--- src/rtl/uart_pkg.sv ---
// Shared UART definitions: state encoding, bit-period helper and frame lengths.
// Used by uart_tx and by the receiver-side bench.
package uart_pkg;

   typedef logic [2:0] uart_state_t;

   localparam uart_state_t ST_IDLE   = 3'd0;
   localparam uart_state_t ST_START  = 3'd1;
   localparam uart_state_t ST_DATA   = 3'd2;
   localparam uart_state_t ST_PARITY = 3'd3;
   localparam uart_state_t ST_STOP   = 3'd4;

   localparam int DATA_BITS         = 8;
   localparam int FRAME_BITS_8N1    = 10;
   localparam int FRAME_BITS_PARITY = 11;

   function automatic int clks_per_bit(input int clock_freq, input int baud_rate);
      return clock_freq / baud_rate;
   endfunction

endpackage

--- src/rtl/uart_tx_baud.sv ---
// Bit-period counter: counts 0..CLKS_PER_BIT-1 while enabled, pulses bit_done on the last count.
// Cleared on a new frame or abort so every bit starts on a fresh period.
module uart_tx_baud #(
   parameter int CLKS_PER_BIT = 16
) (
   input  logic clk,
   input  logic rst,
   input  logic clear,
   input  logic enable,
   output logic bit_done
);

   localparam int CW = $clog2(CLKS_PER_BIT);
   localparam logic [CW-1:0] LAST = CW'(CLKS_PER_BIT - 1);

   logic [CW-1:0] count;

   always_ff @(posedge clk or posedge rst) begin
      if (rst) begin
         count <= '0;
      end else if (clear) begin
         count <= '0;
      end else if (enable) begin
         if (count == LAST) begin
            count <= '0;
         end else begin
            count <= count + CW'(1);
         end
      end
   end

   assign bit_done = enable && (count == LAST);

endmodule

--- src/rtl/uart_tx.sv ---
// UART transmitter, LSB-first 8N1 (8E1/8O1 when UART_TX_PARITY_EN is defined); one byte per valid/ready
// handshake, tx falls the edge after the handshake; ready is low for the whole frame (no queueing).
module uart_tx
   import uart_pkg::*;
#(
   parameter int BAUD_RATE  = 9600,
   parameter int CLOCK_FREQ = 38400000,
   parameter int PARITY_ODD = 0
) (
   input  logic       clk,
   input  logic       rst,
   input  logic       soft_reset,
   input  logic [7:0] data,
   input  logic       valid,
   output logic       ready,
   output logic       tx,
   output logic       busy
);

   localparam int CLKS_PER_BIT = clks_per_bit(CLOCK_FREQ, BAUD_RATE);

   if (CLKS_PER_BIT < 2 || PARITY_ODD < 0 || PARITY_ODD > 1) begin : g_bad_cfg
      $error("uart_tx: CLOCK_FREQ/BAUD_RATE must be >= 2 and PARITY_ODD must be 0 or 1");
   end

   uart_state_t state, state_nxt;
   logic [7:0]  shift, shift_nxt;
   logic [2:0]  bit_idx, bit_idx_nxt;
   logic        tx_nxt;
   logic        take;
   logic        bit_done;
`ifdef UART_TX_PARITY_EN
   logic        parity_bit, parity_nxt;
`endif

   // ready mirrors (state == ST_IDLE) but comes from a flop, so take has no path from state decode
   assign take = valid && ready;
   assign busy = ~ready;

   uart_tx_baud #(
      .CLKS_PER_BIT(CLKS_PER_BIT)
   ) u_baud (
      .clk     (clk),
      .rst     (rst),
      .clear   (take || soft_reset),
      .enable  (state != ST_IDLE),
      .bit_done(bit_done)
   );

   always_comb begin
      state_nxt   = state;
      shift_nxt   = shift;
      bit_idx_nxt = bit_idx;
`ifdef UART_TX_PARITY_EN
      parity_nxt  = parity_bit;
`endif
      case (state)
         ST_IDLE: begin
            if (take) begin
               state_nxt   = ST_START;
               shift_nxt   = data;
               bit_idx_nxt = 3'd0;
`ifdef UART_TX_PARITY_EN
               parity_nxt  = (^data) ^ 1'(PARITY_ODD);
`endif
            end
         end
         ST_START: begin
            if (bit_done) begin
               state_nxt = ST_DATA;
            end
         end
         ST_DATA: begin
            if (bit_done) begin
               shift_nxt = {1'b0, shift[7:1]};
               if (bit_idx == 3'(DATA_BITS - 1)) begin
                  bit_idx_nxt = 3'd0;
`ifdef UART_TX_PARITY_EN
                  state_nxt   = ST_PARITY;
`else
                  state_nxt   = ST_STOP;
`endif
               end else begin
                  bit_idx_nxt = bit_idx + 3'd1;
               end
            end
         end
`ifdef UART_TX_PARITY_EN
         ST_PARITY: begin
            if (bit_done) begin
               state_nxt = ST_STOP;
            end
         end
`endif
         ST_STOP: begin
            if (bit_done) begin
               state_nxt = ST_IDLE;
            end
         end
         default: begin
            state_nxt   = ST_IDLE;
            shift_nxt   = 8'h00;
            bit_idx_nxt = 3'd0;
         end
      endcase

      if (soft_reset) begin
         state_nxt   = ST_IDLE;
         shift_nxt   = 8'h00;
         bit_idx_nxt = 3'd0;
      end
   end

   // Line level is decoded from the next state so tx changes on the same edge as the state.
   always_comb begin
      tx_nxt = 1'b1;
      case (state_nxt)
         ST_START:  tx_nxt = 1'b0;
         ST_DATA:   tx_nxt = shift_nxt[0];
`ifdef UART_TX_PARITY_EN
         ST_PARITY: tx_nxt = parity_nxt;
`endif
         default:   tx_nxt = 1'b1;
      endcase
   end

   always_ff @(posedge clk or posedge rst) begin
      if (rst) begin
         state   <= ST_IDLE;
         shift   <= 8'h00;
         bit_idx <= 3'd0;
         tx      <= 1'b1;
         ready   <= 1'b1;
`ifdef UART_TX_PARITY_EN
         parity_bit <= 1'b0;
`endif
      end else begin
         state   <= state_nxt;
         shift   <= shift_nxt;
         bit_idx <= bit_idx_nxt;
         tx      <= tx_nxt;
         ready   <= (state_nxt == ST_IDLE);
`ifdef UART_TX_PARITY_EN
         parity_bit <= parity_nxt;
`endif
      end
   end

endmodule

--- config.mk ---
export PLATFORM = sky130hd
export DESIGN_NAME = uart_tx
export DESIGN_NICKNAME = d
export VERILOG_FILES = /design/src/rtl/uart_pkg.sv /design/src/rtl/uart_tx_baud.sv /design/src/rtl/uart_tx.sv
export SDC_FILE = /design/constraint.sdc
export NUM_CORES = 1
export LEC_CHECK = 0
export BUFFER_PORTS_ARGS = -buffer_cell sky130_fd_sc_hd__clkbuf_2
export CAP_MARGIN = 5
export CORE_UTILIZATION = 46
export DETAILED_ROUTE_END_ITERATION = 16
export PLACE_DENSITY_LB_ADDON = 0.08
export SYNTH_ARGS = -nofsm -noshare
export SYNTH_HDL_FRONTEND = slang
export SYNTH_SLANG_ARGS = --single-unit
--- constraint.sdc ---
create_clock -name clk -period 4.2 [get_ports clk]
set_input_delay 0.84 -clock clk [delete_from_list [all_inputs] [get_ports clk]]
set_output_delay 0.84 -clock clk [all_outputs]
set_load 0.01 [all_outputs]
==> results.md <==
- The final number of hold-violating endpoints came to 0.
- VDD sags by at most 0.1592 mV.
- The total length of routed wires is 3122 um.
- The delay of the slowest cell on the worst path is 0.42 ns.
- The number of max-slew violations in the final report was 0.
- The worst clock skew is 0.005331 ns.
- For this design, the sink count on the clock tree is 28.
- The post-synthesis sequential area ratio is 47.03%.
- Among cell families on the critical path, the largest total delay comes from simple AND/OR/NAND/NOR gates.
- In the final layout, the share of cells above drive strength 1 is 16.87%.
- The number of global-route vias before repair is 1191.
- The combined buffer and inverter count along the critical path is 0.
- The root buffer cell is sky130_fd_sc_hd__clkbuf_4.
- The die is 59.01 um wide.
- The number of antenna violations at the first check in global routing is 0.
- The critical path goes through ha_1 -> nand4_1 -> nor3_4 -> o21ai_2 -> or4_1 -> a21oi_1.
- The filler cells instantiated in the layout total 303.
- Synthesis instantiated 38 different standard cells from the library.
- The floorplan step set the die height to 59.01 um.
- The capturing point of the worst reg2reg path is bit_idx[0].
- Setup repair after global routing left no endpoint under its margin.
- The final RePlAce weighted congestion is 0.7963.
- The average instance in the mapped netlist occupies 9.772 um^2.
- Along the worst path, the maximum fanout reaches 7.
- The overall overflow remaining after global route is 0.
- In the final design database the tool counted 182 nets.
- For this run, the detailed router's first-pass iteration total came to 4.
- The number of clock buffers added by TritonCTS is 3.
- TritonCTS built the clock tree.
- The antenna cell count is 0.
- For this run, design rule violations remaining after detail routing come to 0.
- The clock-pin slew of the registers on the worst-case setup and hold paths is 0.15 ns.
- Detailed routing inserted a total of 1191 vias.
- The post-detailed-route via-to-cell ratio is 5.671.
- STA classifies the critical path startpoint as a register.
- The worst path needs 2.165 ns of the cycle, external delays included.
- The effective utilization at floorplan is 48.58%.
- The worst slack at placement is 2.102 ns.
- The number of H-tree branching levels is 1.
- The cell count of the worst reg-to-reg path is 6.
- For this design the static power due to leakage is 0.6979 nW.
- The worst-case clock buffer depth is 2.
- Port buffering added 14 buffers.
- The row count is 20.
- In this run the worst hold path is classified as register to register.
- The critical path depth in cells is 6.
- For the final routed database, the setup TNS stands at 0 ns.
- The instance count along the most critical hold path is 1.
- By startpoint and endpoint, the worst setup path is classified as register to register.
- The endpoint required time on the critical path is 4.46 ns.
- The area growth from synthesis to layout is 9.037%.
- For hold timing, the worst endpoint is shift[5].
- The pin slew with the least headroom to its limit is 1.064 ns.
- After synthesis the netlist holds a flip-flop and latch count of 28.
- The total of hold buffers inserted after clock tree synthesis is 0.
- The worst register-to-register path begins at u_baud.count[0].
- The run finished with clean final reports.
- The number of warnings issued by yosys is 0.
- The violation count after the first detailed-routing iteration is 63.
- The area of the mapped netlist is 1495 um^2.
- Dividing the detail-routed wire length by the instance count gives 14.87 um.
- Once layout is complete, the cells apart from fillers number 210.
- The core region area is 3078 um^2.
- The worst hold path begins at shift[5].
- The clock latency at the later pin of the worst-skew pair is 0.33 ns.
- Based on the critical path, the design can be clocked at up to 0.4618 GHz.
- The top cell type's share of synthesized area is 43.51%.
- The total of cells resized after clock tree synthesis is 0.
- The headroom to the max-slew limit is 29.01%.
- The largest net degree at the start of global routing is 29.
- Data on the critical path arrives at its endpoint at 2.43 ns.
- Summing all multi-input logic gate instances after layout gives 758.2 um^2.
- Synthesis produced 153 cells.
- The HPWL reported at the end of detailed placement is 2291 um.
- The synthesized design spends more area on one cell type than any other, namely sky130_fd_sc_hd__dfrtp_1.
- The slowest stage of the critical path belongs to the cell sky130_fd_sc_hd__dfrtp_1.
- The first global-routing pass estimated 5464 um of wire.
- Max-cap violations in this run came to 0.
- STA classifies the critical path endpoint as a register.
- Across all setup checks in the final design, the least slack found is 2.035 ns.
- The I/O pin count is 15.
- In the final layout, flip-flops and latches occupy 703.2 um^2.
- Setup violations remaining at the end of the flow were counted as 0.
- Dividing the final minimum period by the clock period gives 51.56%.
- The register-to-register path setup slack is 2.03 ns.
- The total power per unit cell area is 290.6 nW/um^2.
- Counting tap cells, the placed design contains a total of 206 instances.
- The final antenna-violating net count is 0.
- For this run, the total global-route usage over all layers was measured as 20.80%.
- The number of setup buffers added after CTS is 0.
- The die covers 3482 um^2.
- By area the synthesized netlist is led by sky130_fd_sc_hd__dfrtp_1 44%, sky130_fd_sc_hd__nor2_1 4.8%, sky130_fd_sc_hd__a21oi_1 4.7%, sky130_fd_sc_hd__nand2_1 4.3%, sky130_fd_sc_hd__a22oi_1 3.5%.
- When the netlist entered floorplanning its net count stood at 168.
## synth_stat cells
| cell type | count |
|---|---|
| sky130_fd_sc_hd__dfrtp_1 | 26 |
| sky130_fd_sc_hd__nor2_1 | 19 |
| sky130_fd_sc_hd__nand2_1 | 17 |
| sky130_fd_sc_hd__a21oi_1 | 14 |
| sky130_fd_sc_hd__a22oi_1 | 7 |
| sky130_fd_sc_hd__nand4_1 | 6 |
| sky130_fd_sc_hd__nor3_1 | 6 |
| sky130_fd_sc_hd__o2bb2ai_1 | 6 |
| sky130_fd_sc_hd__xor2_1 | 5 |
| sky130_fd_sc_hd__clkbuf_1 | 4 |
| sky130_fd_sc_hd__ha_1 | 3 |
| sky130_fd_sc_hd__nand3_1 | 3 |
| sky130_fd_sc_hd__nand3b_1 | 3 |
| sky130_fd_sc_hd__or3_1 | 3 |
| sky130_fd_sc_hd__xnor2_1 | 3 |
| sky130_fd_sc_hd__dfstp_2 | 2 |
| sky130_fd_sc_hd__inv_1 | 2 |
| sky130_fd_sc_hd__nand2b_1 | 2 |
| sky130_fd_sc_hd__o21ai_2 | 2 |
| sky130_fd_sc_hd__o21bai_1 | 2 |
| sky130_fd_sc_hd__a211o_1 | 1 |
| sky130_fd_sc_hd__a21o_1 | 1 |
| sky130_fd_sc_hd__a22o_1 | 1 |
| sky130_fd_sc_hd__a31oi_1 | 1 |
| sky130_fd_sc_hd__and2b_1 | 1 |
| sky130_fd_sc_hd__buf_6 | 1 |
| sky130_fd_sc_hd__mux2i_1 | 1 |
| sky130_fd_sc_hd__nor3_2 | 1 |
| sky130_fd_sc_hd__nor3_4 | 1 |
| sky130_fd_sc_hd__nor4_4 | 1 |
| sky130_fd_sc_hd__nor4b_1 | 1 |
| sky130_fd_sc_hd__o21a_1 | 1 |
| sky130_fd_sc_hd__o21ai_0 | 1 |
| sky130_fd_sc_hd__o21ai_1 | 1 |
| sky130_fd_sc_hd__o31ai_4 | 1 |
| sky130_fd_sc_hd__or3b_2 | 1 |
| sky130_fd_sc_hd__or3b_4 | 1 |
| sky130_fd_sc_hd__or4_1 | 1 |
## layout make-up
type                            count  area share, %
Clock buffer                        4          2.226
Multi-Input combinational cell    118          46.51
Inverter                            2         0.4605
Tap cell                           44          3.377
Sequential cell                    28          43.13
Timing Repair Buffer               14          4.298
## registers in the layout (all words and copies together) (netlist names)
register      flops
u_baud.count     12
ready             1
bit_idx           3
state             3
tx                1
shift             8
## layout by cell type (no fill, tap or decap), drive strengths merged
cell,netlist,routed
a21o,1,1
nand2b,2,2
o31ai,1,1
o21bai,2,2
nand3b,3,3
nand4,6,6
or3,3,3
nor4,1,1
a211o,1,1
dfstp,2,2
inv,2,2
nor2,19,19
nand3,3,3
a21oi,14,14
xnor2,3,3
clkbuf,4,18
nor4b,1,1
and2b,1,1
a22o,1,1
o21ai,4,4
a22oi,7,7
o2bb2ai,6,6
ha,3,3
nand2,17,17
or3b,2,2
xor2,5,5
nor3,8,8
mux2i,1,1
a31oi,1,1
o21a,1,1
or4,1,1
dfrtp,26,26
## metal layers
metal / share of wire, % / GRT usage [%] / vias up
met4: 0.96 / 7.143 / 0
met1: 51 / 29.26 / 590
li1: - / - / 587
met3: 1.7 / 1.965 / 4
met2: 47 / 33.77 / 10
met5: 0 / 0 / -
## worst max path at each step
stage	from	endpoint	slack, ns
after floorplan	u_baud.count[5]	bit_idx[0]	2.31
after global placement	valid	tx	2.15
after detailed placement	u_baud.count[0]	bit_idx[0]	2.10
after CTS	u_baud.count[0]	bit_idx[0]	2.07
after global routing	u_baud.count[0]	bit_idx[0]	1.89
final	u_baud.count[0]	bit_idx[0]	2.03
## through the flow
step	power (mW)	hold slack (ns)	instance area, um^2	util, %
floorplan	0.3292	0.4570	1495	-
global placement	0.3453	0.4744	1594	51.79
detailed placement	0.3479	0.4773	1594	51.79
CTS	0.4789	0.5151	1630	52.97
global route	0.4978	0.5384	1630	52.97
finish	0.4738	0.5127	1630	52.97
## worst register-to-register path, stage by stage (launching register included)
cell	delay, ns
sky130_fd_sc_hd__dfrtp_1	0.42
sky130_fd_sc_hd__ha_1	0.22
sky130_fd_sc_hd__nand4_1	0.36
sky130_fd_sc_hd__nor3_4	0.37
sky130_fd_sc_hd__o21ai_2	0.16
sky130_fd_sc_hd__or4_1	0.41
sky130_fd_sc_hd__a21oi_1	0.16
## where the power goes
| group | leakage [nW] | switching, mW | total [mW] | internal (mW) |
|---|---|---|---|---|
| Sequential | 0.380 | 0.00855 | 0.288 | 0.280 |
| Combinational | 0.297 | 0.0343 | 0.0540 | 0.0197 |
| Clock | 0.0210 | 0.0783 | 0.131 | 0.0531 |
## cells by family (layout without fill, tap and decap cells)
kind of cell             Yosys count  count (layout)  synth area share, %
XOR/XNOR                           8               8                4.686
flip-flops                        28              28                47.03
buffers and inverters              7              20                2.259
AO/OA/AOI/OAI                     39              39                18.58
adder cells (fa/ha/maj)            3               3                2.511
AND/OR/NAND/NOR                   67              67                24.27
multiplexers                       1               1               0.6695
No activity file was read; power rests on OpenSTA's default activity.
